==> config.mk <==
export PLATFORM = sky130hd
export DESIGN_NAME = ex_stage_mdu
export DESIGN_NICKNAME = d
export VERILOG_FILES = /design/src/rtl/ex_stage_mdu_pkg.sv /design/src/rtl/ex_stage_mdu_iter.sv /design/src/rtl/ex_stage_mdu.sv
export SDC_FILE = /design/constraint.sdc
export NUM_CORES = 2
export LEC_CHECK = 0
export ABC_AREA = 1
export BUFFER_PORTS_ARGS = -buffer_cell sky130_fd_sc_hd__clkbuf_2
export CAP_MARGIN = 25
export CORE_MARGIN = 2
export CORE_UTILIZATION = 45
export CTS_CLUSTER_DIAMETER = 100
export CTS_CLUSTER_SIZE = 20
export DETAILED_ROUTE_END_ITERATION = 16
export GPL_ROUTABILITY_DRIVEN = 0
export MAX_ROUTING_LAYER = met4
export REMOVE_ABC_BUFFERS = 1
export SLEW_MARGIN = 30
export SYNTH_ARGS = -nofsm -noshare
export SYNTH_HDL_FRONTEND = slang
export SYNTH_SLANG_ARGS = --single-unit
==> constraint.sdc <==
create_clock -name clk -period 19.69 [get_ports clk]
set_input_delay 2.9535 -clock clk [delete_from_list [all_inputs] [get_ports clk]]
set_output_delay 2.9535 -clock clk [all_outputs]
set_load 0.02 [all_outputs]
==> src/rtl/ex_stage_mdu_pkg.sv <==
// Shared constants for the RV32IM execute stage.
//   - MDU funct3 operation codes
//   - MDU state encodings (plain 2-bit constants so they can be compared in
//     legacy code and bound to checkers directly)
//   - ALU/shift opcodes and instruction format codes used by the EX stage
//   - default datapath width
package ex_stage_mdu_pkg;

    localparam int XLEN_DEFAULT = 32;

    // RV32M funct3 codes
    localparam logic [2:0] MDU_MUL    = 3'd0;
    localparam logic [2:0] MDU_MULH   = 3'd1;
    localparam logic [2:0] MDU_MULHSU = 3'd2;
    localparam logic [2:0] MDU_MULHU  = 3'd3;
    localparam logic [2:0] MDU_DIV    = 3'd4;
    localparam logic [2:0] MDU_DIVU   = 3'd5;
    localparam logic [2:0] MDU_REM    = 3'd6;
    localparam logic [2:0] MDU_REMU   = 3'd7;

    // MDU state encodings
    localparam logic [1:0] ST_IDLE = 2'd0;
    localparam logic [1:0] ST_MUL  = 2'd1;
    localparam logic [1:0] ST_DIV  = 2'd2;
    localparam logic [1:0] ST_DONE = 2'd3;

    // ALU opcodes (ALUorSHIFT = 0)
    localparam logic [4:0] ALU_ADD   = 5'd0;
    localparam logic [4:0] ALU_SUB   = 5'd1;
    localparam logic [4:0] ALU_AND   = 5'd2;
    localparam logic [4:0] ALU_OR    = 5'd3;
    localparam logic [4:0] ALU_XOR   = 5'd4;
    localparam logic [4:0] ALU_SLT   = 5'd5;
    localparam logic [4:0] ALU_SLTU  = 5'd6;
    localparam logic [4:0] ALU_EQ    = 5'd7;
    localparam logic [4:0] ALU_NE    = 5'd8;
    localparam logic [4:0] ALU_GE    = 5'd9;
    localparam logic [4:0] ALU_GEU   = 5'd10;
    localparam logic [4:0] ALU_PASSB = 5'd11;
    localparam logic [4:0] ALU_PACK  = 5'd12;
    // Shift opcodes (ALUorSHIFT = 1)
    localparam logic [4:0] ALU_SLL   = 5'd13;
    localparam logic [4:0] ALU_SRL   = 5'd14;
    localparam logic [4:0] ALU_SRA   = 5'd15;

    // Instruction formats
    localparam logic [2:0] FT_R = 3'd0;
    localparam logic [2:0] FT_I = 3'd1;
    localparam logic [2:0] FT_S = 3'd2;
    localparam logic [2:0] FT_B = 3'd3;
    localparam logic [2:0] FT_U = 3'd4;
    localparam logic [2:0] FT_J = 3'd5;

endpackage

==> src/rtl/ex_stage_mdu_iter.sv <==
// mdu_iter: multi-cycle RV32M multiply/divide engine.
// Ports:
//   clk, rst_n        clock, async active-low reset
//   start             issue request (only honoured in ST_IDLE)
//   flush             abort any operation in flight
//   op, a, b          funct3 and operands, sampled on the issue edge only
//   busy              front end must hold (issue cycle and MUL/DIV cycles)
//   done              result valid this cycle (ST_DONE, not flushed)
//   result            MDU result, meaningful while done = 1
//   state_o           current FSM state for observation
module mdu_iter
    import ex_stage_mdu_pkg::*;
#(
    parameter int XLEN     = XLEN_DEFAULT,
    parameter int MUL_LAT  = 2,
    parameter int DIV_FAST = 1
) (
    input  logic            clk,
    input  logic            rst_n,
    input  logic            start,
    input  logic            flush,
    input  logic [2:0]      op,
    input  logic [XLEN-1:0] a,
    input  logic [XLEN-1:0] b,
    output logic            busy,
    output logic            done,
    output logic [XLEN-1:0] result,
    output logic [1:0]      state_o
);
    localparam int CNT_MAX = (XLEN > MUL_LAT) ? XLEN : MUL_LAT;
    localparam int CW      = $clog2(CNT_MAX + 1);
    localparam logic [XLEN-1:0] MIN_NEG = {1'b1, {(XLEN-1){1'b0}}};

    logic [1:0]      state_q, state_d;
    logic [2:0]      op_q, op_d;
    logic [XLEN-1:0] a_q, a_d, b_q, b_d;
    logic [XLEN-1:0] quo_q, quo_d, rem_q, rem_d, res_q, res_d;
    logic [CW-1:0]   cnt_q, cnt_d;
    logic            a_sgn_q, a_sgn_d, b_sgn_q, b_sgn_d;
    logic            quo_neg_q, quo_neg_d, rem_neg_q, rem_neg_d;
    logic            div0_q, div0_d;

    // Issue-time decode of the incoming divide operands
    logic            div_signed, neg_a, neg_b, div0_in, ovf_in;
    logic [XLEN-1:0] abs_a, abs_b;
    assign div_signed = ~op[0];                 // DIV and REM are even codes
    assign neg_a      = div_signed & a[XLEN-1];
    assign neg_b      = div_signed & b[XLEN-1];
    assign abs_a      = neg_a ? -a : a;
    assign abs_b      = neg_b ? -b : b;
    assign div0_in    = (b == '0);
    assign ovf_in     = div_signed & (a == MIN_NEG) & (b == '1);

    // Multiplier works on the captured operands, sign-extended to 2*XLEN so
    // one unsigned multiply covers the signed, mixed and unsigned variants.
    logic [2*XLEN-1:0] mul_a, mul_b, prod;
    logic [XLEN-1:0]   mul_res;
    assign mul_a   = {{XLEN{a_sgn_q & a_q[XLEN-1]}}, a_q};
    assign mul_b   = {{XLEN{b_sgn_q & b_q[XLEN-1]}}, b_q};
    assign prod    = mul_a * mul_b;
    assign mul_res = (op_q == MDU_MUL) ? prod[XLEN-1:0] : prod[2*XLEN-1:XLEN];

    // One restoring-division step on magnitudes: quo_q shifts the dividend
    // out from the top while quotient bits shift in at the bottom.
    logic [XLEN:0]   div_shift;
    logic            div_ge;
    logic [XLEN-1:0] rem_step, quo_step, quo_fix, rem_fix;
    assign div_shift = {rem_q, quo_q[XLEN-1]};
    assign div_ge    = (div_shift >= {1'b0, b_q});
    assign rem_step  = div_ge ? XLEN'(div_shift - {1'b0, b_q}) : div_shift[XLEN-1:0];
    assign quo_step  = {quo_q[XLEN-2:0], div_ge};
    // Divide by zero keeps the all-ones quotient unsigned; the remainder
    // magnitude is |a| there, so the normal fix-up restores the dividend.
    assign quo_fix   = div0_q ? '1 : (quo_neg_q ? -quo_step : quo_step);
    assign rem_fix   = rem_neg_q ? -rem_step : rem_step;

    always_comb begin
        state_d   = state_q;
        op_d      = op_q;
        a_d       = a_q;
        b_d       = b_q;
        quo_d     = quo_q;
        rem_d     = rem_q;
        res_d     = res_q;
        cnt_d     = cnt_q;
        a_sgn_d   = a_sgn_q;
        b_sgn_d   = b_sgn_q;
        quo_neg_d = quo_neg_q;
        rem_neg_d = rem_neg_q;
        div0_d    = div0_q;
        case (state_q)
            ST_IDLE: begin
                if (start) begin
                    op_d    = op;
                    a_d     = a;
                    b_d     = b;
                    cnt_d   = '0;
                    a_sgn_d = (op == MDU_MULH) || (op == MDU_MULHSU);
                    b_sgn_d = (op == MDU_MULH);
                    if (!op[2]) begin
                        state_d = (MUL_LAT == 1) ? ST_DONE : ST_MUL;
                    end else begin
                        b_d       = abs_b;
                        quo_d     = abs_a;
                        rem_d     = '0;
                        quo_neg_d = neg_a ^ neg_b;
                        rem_neg_d = neg_a;
                        div0_d    = div0_in;
                        if ((DIV_FAST != 0) && (div0_in || ovf_in)) begin
                            state_d = ST_DONE;
                            if (div0_in) res_d = op[1] ? a : '1;
                            else         res_d = op[1] ? '0 : MIN_NEG;
                        end else begin
                            state_d = ST_DIV;
                        end
                    end
                end
            end
            ST_MUL: begin
                if (cnt_q == CW'(MUL_LAT - 2)) state_d = ST_DONE;
                else                           cnt_d   = cnt_q + 1'b1;
            end
            ST_DIV: begin
                rem_d = rem_step;
                quo_d = quo_step;
                cnt_d = cnt_q + 1'b1;
                if (cnt_q == CW'(XLEN - 1)) begin
                    state_d = ST_DONE;
                    res_d   = op_q[1] ? rem_fix : quo_fix;
                end
            end
            default: state_d = ST_IDLE;       // ST_DONE lasts one cycle
        endcase
        if (flush && (state_q != ST_IDLE)) state_d = ST_IDLE;
    end

    always_ff @(posedge clk or negedge rst_n) begin
        if (!rst_n) begin
            state_q   <= ST_IDLE;
            op_q      <= '0;
            a_q       <= '0;
            b_q       <= '0;
            quo_q     <= '0;
            rem_q     <= '0;
            res_q     <= '0;
            cnt_q     <= '0;
            a_sgn_q   <= 1'b0;
            b_sgn_q   <= 1'b0;
            quo_neg_q <= 1'b0;
            rem_neg_q <= 1'b0;
            div0_q    <= 1'b0;
        end else begin
            state_q   <= state_d;
            op_q      <= op_d;
            a_q       <= a_d;
            b_q       <= b_d;
            quo_q     <= quo_d;
            rem_q     <= rem_d;
            res_q     <= res_d;
            cnt_q     <= cnt_d;
            a_sgn_q   <= a_sgn_d;
            b_sgn_q   <= b_sgn_d;
            quo_neg_q <= quo_neg_d;
            rem_neg_q <= rem_neg_d;
            div0_q    <= div0_d;
        end
    end

    assign busy    = ((state_q == ST_IDLE) && start) ||
                     (((state_q == ST_MUL) || (state_q == ST_DIV)) && !flush);
    assign done    = (state_q == ST_DONE) && !flush;
    assign result  = op_q[2] ? res_q : mul_res;
    assign state_o = state_q;

endmodule

==> src/rtl/ex_stage_mdu.sv <==
// ex_stage_mdu: RV32IM execute stage between ID/EX and EX/MEM.
// Ports:
//   clk, rst_n                 clock, async active-low reset
//   *_DE                       ID/EX register contents
//   FLUSH_E                    kill the EX instruction (and any MDU op)
//   ForwardA/B, ALU_VAL_EM,
//   RD_VAL_WB                  operand forwarding
//   ALU_VAL_E, STORE_VAL_E     result and forwarded rs2
//   PC_IMM_E, isBranch_E       redirect target and taken flag
//   VALID_E, STALL_E           completion / front-end hold
//   MDU_STATE_E                MDU FSM state for observation
// Handshake: STALL_E = 1 means ID/EX is not consumed this cycle (PC, IF/ID
// and ID/EX hold, EX/MEM loads a bubble). VALID_E = 1 means ALU_VAL_E is a
// completed result that EX/MEM captures this cycle. They are never both 1.
module ex_stage_mdu
    import ex_stage_mdu_pkg::*;
#(
    parameter int XLEN     = XLEN_DEFAULT,
    parameter int MUL_LAT  = 2,
    parameter int DIV_FAST = 1
) (
    input  logic            clk,
    input  logic            rst_n,
    input  logic            VALID_DE,
    input  logic            FLUSH_E,
    input  logic [XLEN-1:0] PC_DE,
    input  logic            ALUSrc_DE,
    input  logic            Branch_DE,
    input  logic            ALUorSHIFT_DE,
    input  logic            RS1_PC_DE,
    input  logic            RS1_Z_DE,
    input  logic [4:0]      ALUOp_DE,
    input  logic [2:0]      FT_DE,
    input  logic [1:0]      PACK_SIZE_DE,
    input  logic            IS_MDU_DE,
    input  logic [2:0]      MDU_OP_DE,
    input  logic [XLEN-1:0] RF_DATA1_DE,
    input  logic [XLEN-1:0] RF_DATA2_DE,
    input  logic [XLEN-1:0] IMM_VAL_EXT_DE,
    input  logic [1:0]      ForwardA,
    input  logic [1:0]      ForwardB,
    input  logic [XLEN-1:0] ALU_VAL_EM,
    input  logic [XLEN-1:0] RD_VAL_WB,
    output logic [XLEN-1:0] ALU_VAL_E,
    output logic [XLEN-1:0] STORE_VAL_E,
    output logic [XLEN-1:0] PC_IMM_E,
    output logic            isBranch_E,
    output logic            VALID_E,
    output logic            STALL_E,
    output logic [1:0]      MDU_STATE_E
);
    logic [XLEN-1:0] fwd_a, fwd_b, op_a, op_b, alu_res, sh_res, alu_out;
    logic [XLEN-1:0] pack_res, jalr_sum, mdu_result;
    logic [4:0]      shamt;
    logic            mdu_start, mdu_busy, mdu_done;

    always_comb begin
        case (ForwardA)
            2'b10:   fwd_a = ALU_VAL_EM;
            2'b01:   fwd_a = RD_VAL_WB;
            default: fwd_a = RF_DATA1_DE;
        endcase
        case (ForwardB)
            2'b10:   fwd_b = ALU_VAL_EM;
            2'b01:   fwd_b = RD_VAL_WB;
            default: fwd_b = RF_DATA2_DE;
        endcase
        if (RS1_PC_DE)     op_a = PC_DE;
        else if (RS1_Z_DE) op_a = '0;
        else               op_a = fwd_a;
        op_b = ALUSrc_DE ? IMM_VAL_EXT_DE : fwd_b;
    end

    assign shamt = op_b[4:0];

    // Pack the low byte/half of each operand side by side, zero-extended
    always_comb begin
        case (PACK_SIZE_DE)
            2'b00:   pack_res = XLEN'(op_a[7:0]) | (XLEN'(op_b[7:0]) << 8);
            2'b01:   pack_res = XLEN'(op_a[XLEN/2-1:0]) | (XLEN'(op_b[XLEN/2-1:0]) << (XLEN/2));
            default: pack_res = op_a;
        endcase
    end

    always_comb begin
        case (ALUOp_DE)
            ALU_ADD:   alu_res = op_a + op_b;
            ALU_SUB:   alu_res = op_a - op_b;
            ALU_AND:   alu_res = op_a & op_b;
            ALU_OR:    alu_res = op_a | op_b;
            ALU_XOR:   alu_res = op_a ^ op_b;
            ALU_SLT:   alu_res = XLEN'($signed(op_a) < $signed(op_b));
            ALU_SLTU:  alu_res = XLEN'(op_a < op_b);
            ALU_EQ:    alu_res = XLEN'(op_a == op_b);
            ALU_NE:    alu_res = XLEN'(op_a != op_b);
            ALU_GE:    alu_res = XLEN'($signed(op_a) >= $signed(op_b));
            ALU_GEU:   alu_res = XLEN'(op_a >= op_b);
            ALU_PASSB: alu_res = op_b;
            ALU_PACK:  alu_res = pack_res;
            default:   alu_res = '0;
        endcase
        case (ALUOp_DE)
            ALU_SLL: sh_res = op_a << shamt;
            ALU_SRL: sh_res = op_a >> shamt;
            ALU_SRA: sh_res = $signed(op_a) >>> shamt;
            default: sh_res = op_a;
        endcase
        alu_out = ALUorSHIFT_DE ? sh_res : alu_res;
    end

    // JALR is the only branch-class instruction in I format
    assign jalr_sum    = fwd_a + IMM_VAL_EXT_DE;
    assign PC_IMM_E    = (Branch_DE && (FT_DE == FT_I)) ? {jalr_sum[XLEN-1:1], 1'b0}
                                                        : PC_DE + IMM_VAL_EXT_DE;
    assign isBranch_E  = Branch_DE & VALID_DE & ~((FT_DE == FT_B) & ~alu_res[0]);
    assign STORE_VAL_E = fwd_b;

    // rst_n gates issue so the stall drops as soon as reset asserts, even
    // while ID/EX still presents an MDU instruction.
    assign mdu_start = IS_MDU_DE & VALID_DE & ~FLUSH_E & rst_n;

    mdu_iter #(
        .XLEN     (XLEN),
        .MUL_LAT  (MUL_LAT),
        .DIV_FAST (DIV_FAST)
    ) u_mdu_iter (
        .clk     (clk),
        .rst_n   (rst_n),
        .start   (mdu_start),
        .flush   (FLUSH_E),
        .op      (MDU_OP_DE),
        .a       (fwd_a),
        .b       (fwd_b),
        .busy    (mdu_busy),
        .done    (mdu_done),
        .result  (mdu_result),
        .state_o (MDU_STATE_E)
    );

    // An MDU instruction in ID/EX only completes through the DONE cycle
    assign ALU_VAL_E = mdu_done ? mdu_result : alu_out;
    assign VALID_E   = mdu_done | (VALID_DE & ~IS_MDU_DE);
    assign STALL_E   = mdu_busy;

endmodule

Word level (Yosys, flattened, before mapping)
Index checks and enable logic that the tools add are counted.
Word-level totals
  word-level logic and storage cells: 167
  flip-flop bits (word level): 176
  output and inout bits: 101
  input port bits: 219
Operators by class
  mux-type cells: 45
  reduce and logical (&&, ||, !) cells: 25
  shifts and indexed selects: 3
  bitwise operators: 25
  multiply operators: 1
  $lt $le $gt $ge: 5
  $add $sub $neg: 10
  equal/unequal tests: 40
Operator list (number)
  $mux W32: 27
  $pmux W32 S13: 1
  $pmux W32 S2: 6
  $neg A32 Y32: 4
  $add A32 B32 Y32: 3
  $pmux W32 S3: 1
  $eq A32 B32 Y1 const B: 2
  $ge A32 B32 Y1: 2
  $lt A32 B32 Y1: 2
  $mul A33 B33 Y64: 1
  $sub A32 B32 Y32: 2
  $eq A5 B4 Y1 const B: 8
  $ge A33 B32 Y1: 1
  $and A32 B32 Y32: 1
  $eq A32 B32 Y1: 1
  $logic_not A32 Y1: 1
  $ne A32 B32 Y1: 1
  $or A16 B32 Y32: 1
  $or A32 B32 Y32: 1
  $shl A32 B5 Y32: 1
  $shr A32 B5 Y32: 1
  $sshr A32 B5 Y32: 1
  $xor A32 B32 Y32: 1
  $eq A5 B3 Y1 const B: 4
  other kinds (33): 80

Depth between registers and ports, before layout
  word-level depth: 11
  depth in mapped cells: 37
  gate-level depth less buffers: 35

Cells and area by module
From an unflattened synthesis, not the netlist that was laid out.
Second synthesis, totals
  cells, all modules: 10636
  area, all modules: 71443.5 µm²
By module, submodules not included
  mdu_iter: sequential area each 4404.2 µm², area each 53671.5 µm², cells each 7119, times used 1
  ex_stage_mdu: sequential area each 0.0 µm², area each 17772.0 µm², cells each 3517, times used 1

Least setup slack after synthesis
OpenSTA, ideal clock, no wires.
  path kind: register to output
  start point: reg u_mdu_iter.a_q[31]
  end point: out ALU_VAL_E[28]
  stages on the path, launching flop included: 32
  required time: 16736 ps
  path buffers: 3
  slack: 8695 ps
  arrival: 8041 ps
  path through: dfrtp_1 -> clkbuf_1 -> nand2_1 -> clkbuf_1 -> clkbuf_1 -> nor2_1 -> fa_1 -> inv_1 -> fa_1 -> inv_1 -> fa_1 -> inv_1 -> fa_1 -> fa_1 -> fa_1 -> fa_1 -> fa_1 -> inv_1 -> ha_1 -> nand2_1 -> nor2_1 -> nand2_1 -> inv_1 -> a221oi_1 -> nand3_1 -> nand2_1 -> o211ai_1 -> a21oi_1 -> o21ai_0 -> nand3_1 -> nand2_1 -> o21ai_0
Between the ends
  word-level cells in the longest chain between the ends: 5
RTL lines
  start, declared: RTL line ex_stage_mdu_iter.sv:36  | logic [XLEN-1:0] a_q, a_d, b_q, b_d;
  start signal, assigned: RTL line ex_stage_mdu_iter.sv:141  | a_q <= '0;
  start signal, assigned: RTL line ex_stage_mdu_iter.sv:155  | a_q <= a_d;
  $and A1 B1 Y1: RTL line ex_stage_mdu_iter.sv:58  | assign mul_a = {{XLEN{a_sgn_q & a_q[XLEN-1]}}, a_q};
  $mul A33 B33 Y64 *: RTL line ex_stage_mdu_iter.sv:60  | assign prod = mul_a * mul_b;
  $mux W32 *: RTL line ex_stage_mdu_iter.sv:61  | assign mul_res = (op_q == MDU_MUL) ? prod[XLEN-1:0] : prod[2*XLEN-1:XLEN];
  $mux W32 *: RTL line ex_stage_mdu_iter.sv:172  | assign result = op_q[2] ? res_q : mul_res;
  $mux W32 *: RTL line ex_stage_mdu.sv:141  | assign ALU_VAL_E = mdu_done ? mdu_result : alu_out;
  end, declared: RTL line ex_stage_mdu.sv:44  | output logic [XLEN-1:0] ALU_VAL_E,
Every way passes the cells marked *; elsewhere a longest branch is shown, timed or not.

Worst setup path in the final report
  start point: reg u_mdu_iter.b_q[7]
  end point: out ALU_VAL_E[24]
Between the ends
  word-level cells in the longest chain between the ends: 4
RTL lines
  start, declared: RTL line ex_stage_mdu_iter.sv:36
  start signal, assigned: RTL line ex_stage_mdu_iter.sv:142  | b_q <= '0;
  start signal, assigned: RTL line ex_stage_mdu_iter.sv:156  | b_q <= b_d;
  $mul A33 B33 Y64: RTL line ex_stage_mdu_iter.sv:60
  $mux W32: RTL line ex_stage_mdu_iter.sv:61
  $mux W32: RTL line ex_stage_mdu_iter.sv:172
  $mux W32: RTL line ex_stage_mdu.sv:141
No other way between the ends.

==> reports/metrics.yaml <==
outcome:
  outcome: "finished clean"
cts:
  cts_sinks: 176
  clk_path_buf_depth: 2
  insertion_delay_ps: 530
  clockRootBuffer: "clkbuf_16"
  h-tree-depth: 4
  cts.repair.resized: 0
  cts_hold_buf: 0
  post-cts-setup-buffers: 0
  cts_tree: "built"
  path_clk_slew_ps: 80
  cts_buffers: 17
detailed_routing:
  wire_per_inst_um: 23.8
  route.detailed.drc: 0
  antenna_left: 0
  vias: 69200
  first_iter_violations: 8957
  via_per_inst: 5.78
  dr.pass1.iters: 7
  drt_wl_total_mm: 285
timing:
  maxSlewHeadroom_pct: 27.6
  rsz0062_at_grt: "no"
  fin_skew_ps: 26.7
  tightest_slew_ps: 1090
  period_share_pct: 66.3
  hold_viol: 0
  fin_tns_setup_ps: 0
  setup_viol: 0
  max_freq_ghz: 0.0766
  fin_crit_ps: 13060
  slew_viol_final: 0
setup_path:
  cp_max_fo: 34
  crit_path_end_kind: "output pin"
  crit_slowest_cell: "fa_1"
  worstRegToRegCells: 29
  crit_arrival_ps: 10110
  crit_path_start_kind: "flip-flop"
  worstSetupPathType: "reg2out"
  required_ps: 16740
  max_stage_delay_ps: 890
die:
  rows: 142
  initial_core_util_pct: 45.4
  die_w_um: 393
  io_pins: 320
  dieArea_sq_um: 155000
  fp.dieH_um: 393
  core_area_sq_um: 150000
logic_synthesis:
  synth.distinct_cells: 76
  muxShareOfSynthArea_pct: 0.0734
  synth_cells: 9923
  synth_seq_cells: 176
  syn_area_sq_um: 68100
  yosys.area_share.xor_xnor_pct: 1.50
  synthArstFlopShare_pct: 100
  synthSimpleGateAreaFrac_pct: 22.3
  synth_edf_count: 0
  synthTopCellsByArea: "fa_1 33%, nand2_1 14%, inv_1 12%"
  ys_warn_count: 0
  synth_top_family_by_area: "adder cells"
  ys_seq_area_share_pct: 6.46
  synth_flop_cell: "dfrtp_1"
  synth-adder-area-share_pct: 40.9
  synth_top_cell_by_area: "fa_1"
  postSynthAreaPerCell_sq_um: 6.87
  synth_compound_area_share_pct: 13.8
  synth_top_area_share_pct: 33.2
place:
  dpl.hpwl_mm: 231
  port_buffers: 319
global_route:
  grt_pass1_wl_mm: 424
  globalRouteOverflowTotal: 0
  gr-usage-all-layers_pct: 38.1
  grt_max_degree: 113
  grt_pass1_vias: 68000
  antenna_found_initial: 19
final_layout:
  final_nets: 11700
  multi_input_area_sq_um: 53600
  area_growth_pct: 6.05
  drive_above_1_share_pct: 6.74
  regArea_sq_um: 4410
  final_cell_mix: "2,591 x nand2_1, 2,123 x inv_1, 1,129 x fa_1"
  fill_cells: 15500
  final_common_cell: "nand2_1"
flow_run:
  cap_viol_max_count: 0
hold_path:
  hold_depth: 2
  worst_hold_path_type: "reg2reg"
[through the flow]
step	instance area, sq um	hold WS, ps	setup WS [ps]	cells	utilization [%]
final	72300	491	6630	12000	48.1
after global routing	72300	514	6350	12000	48.1
after CTS	72200	493	6800	12000	48.1
after detailed placement	71600	474	7460	11900	47.7
after global placement	71600	466	7420	11900	47.7
after floorplan	66000	444	7280	9411	-
[area by class of cell]
cell class              count  share of cell area [%]
flip-flops and latches    176                    6.11
clock inverters            14                   0.249
repair buffers            499                    4.10
inverters                2146                    11.2
multi-input cells        7089                    74.2
diodes                     22                  0.0762
clock buffers              18                   0.608
well taps                2016                    3.49
[registers in the layout, indices dropped and copies added (netlist names)]
name / flops
u_mdu_iter.op_q: 3
u_mdu_iter.rem_neg_q: 1
u_mdu_iter.cnt_q: 6
u_mdu_iter.quo_neg_q: 1
u_mdu_iter.div0_q: 1
u_mdu_iter.rem_q: 32
u_mdu_iter.b_q: 32
u_mdu_iter.res_q: 32
u_mdu_iter.state_o: 2
u_mdu_iter.a_q: 32
u_mdu_iter.a_sgn_q: 1
u_mdu_iter.quo_q: 32
u_mdu_iter.b_sgn_q: 1
[cell families after synthesis]
group           count (synthesis)
mux                             5
simple gates                 3740
compound gates               1679
buf+inv                      2658
fa+ha+maj                    1548
flops                         176
xor+xnor                      117
[synthesized netlist by cell type (20+ instances only)]
library cell and number:
o21ai_0 678, nor4_1 24, o22ai_1 107, a21o_1 20, xor2_1 67, inv_1 2128, dfrtp_1 176, nand2_1 2592
ha_1 418, xnor2_1 50, o21a_1 22, or2_2 38, nand4_1 53, o21ai_1 66, nor2_1 529, a31oi_1 52
o221ai_1 37, nor3_1 60, clkbuf_1 432, fa_1 1130, nand3_1 379, o21bai_1 24, buf_2 36, o211ai_1 52
a21oi_1 508
[path summary, 6_finish.rpt]
| check | startpoint | to | slack [ps] |
|---|---|---|---|
| setup / recovery | u_mdu_iter.b_q[7] | ALU_VAL_E[24] | 6630 |
| hold / removal | u_mdu_iter.a_q[13] | u_mdu_iter.a_q[13] | 490 |
| setup reg to reg | u_mdu_iter.b_q[16] | u_mdu_iter.res_q[24] | 13440 |
| hold reg to reg | u_mdu_iter.a_q[13] | u_mdu_iter.a_q[13] | 490 |
| max in group asynchronous | rst_n | u_mdu_iter.a_q[4] | 15250 |
| min in group asynchronous | rst_n | u_mdu_iter.rem_q[27] | 2390 |
[routing by layer]
layer | part of all wire (%) | routed length (um) | up-vias | global-route usage [%]
met5 | 0 | 0 | - | -
met4 | 6.7 | 19200 | 0 | 21.0
met3 | 12 | 35500 | 842 | 10.6
met2 | 43 | 122000 | 4201 | 56.2
met1 | 38 | 108000 | 33700 | 47.1
li1 | - | - | 30400 | -
[worst max-delay path: cells and delay by family (launching register included)]
kind | cells | cell delay, ps
buffers and inverters | 10 | 1900
and+or+nand+nor | 10 | 1360
adders and majority gates | 9 | 4700
AOI/OAI and AO/OA | 3 | 1270
DFF | 1 | 330
Power is left out: the tool's default activity adds up to more than one toggle a clock period on the data nets, which glitch-free logic cannot reach.
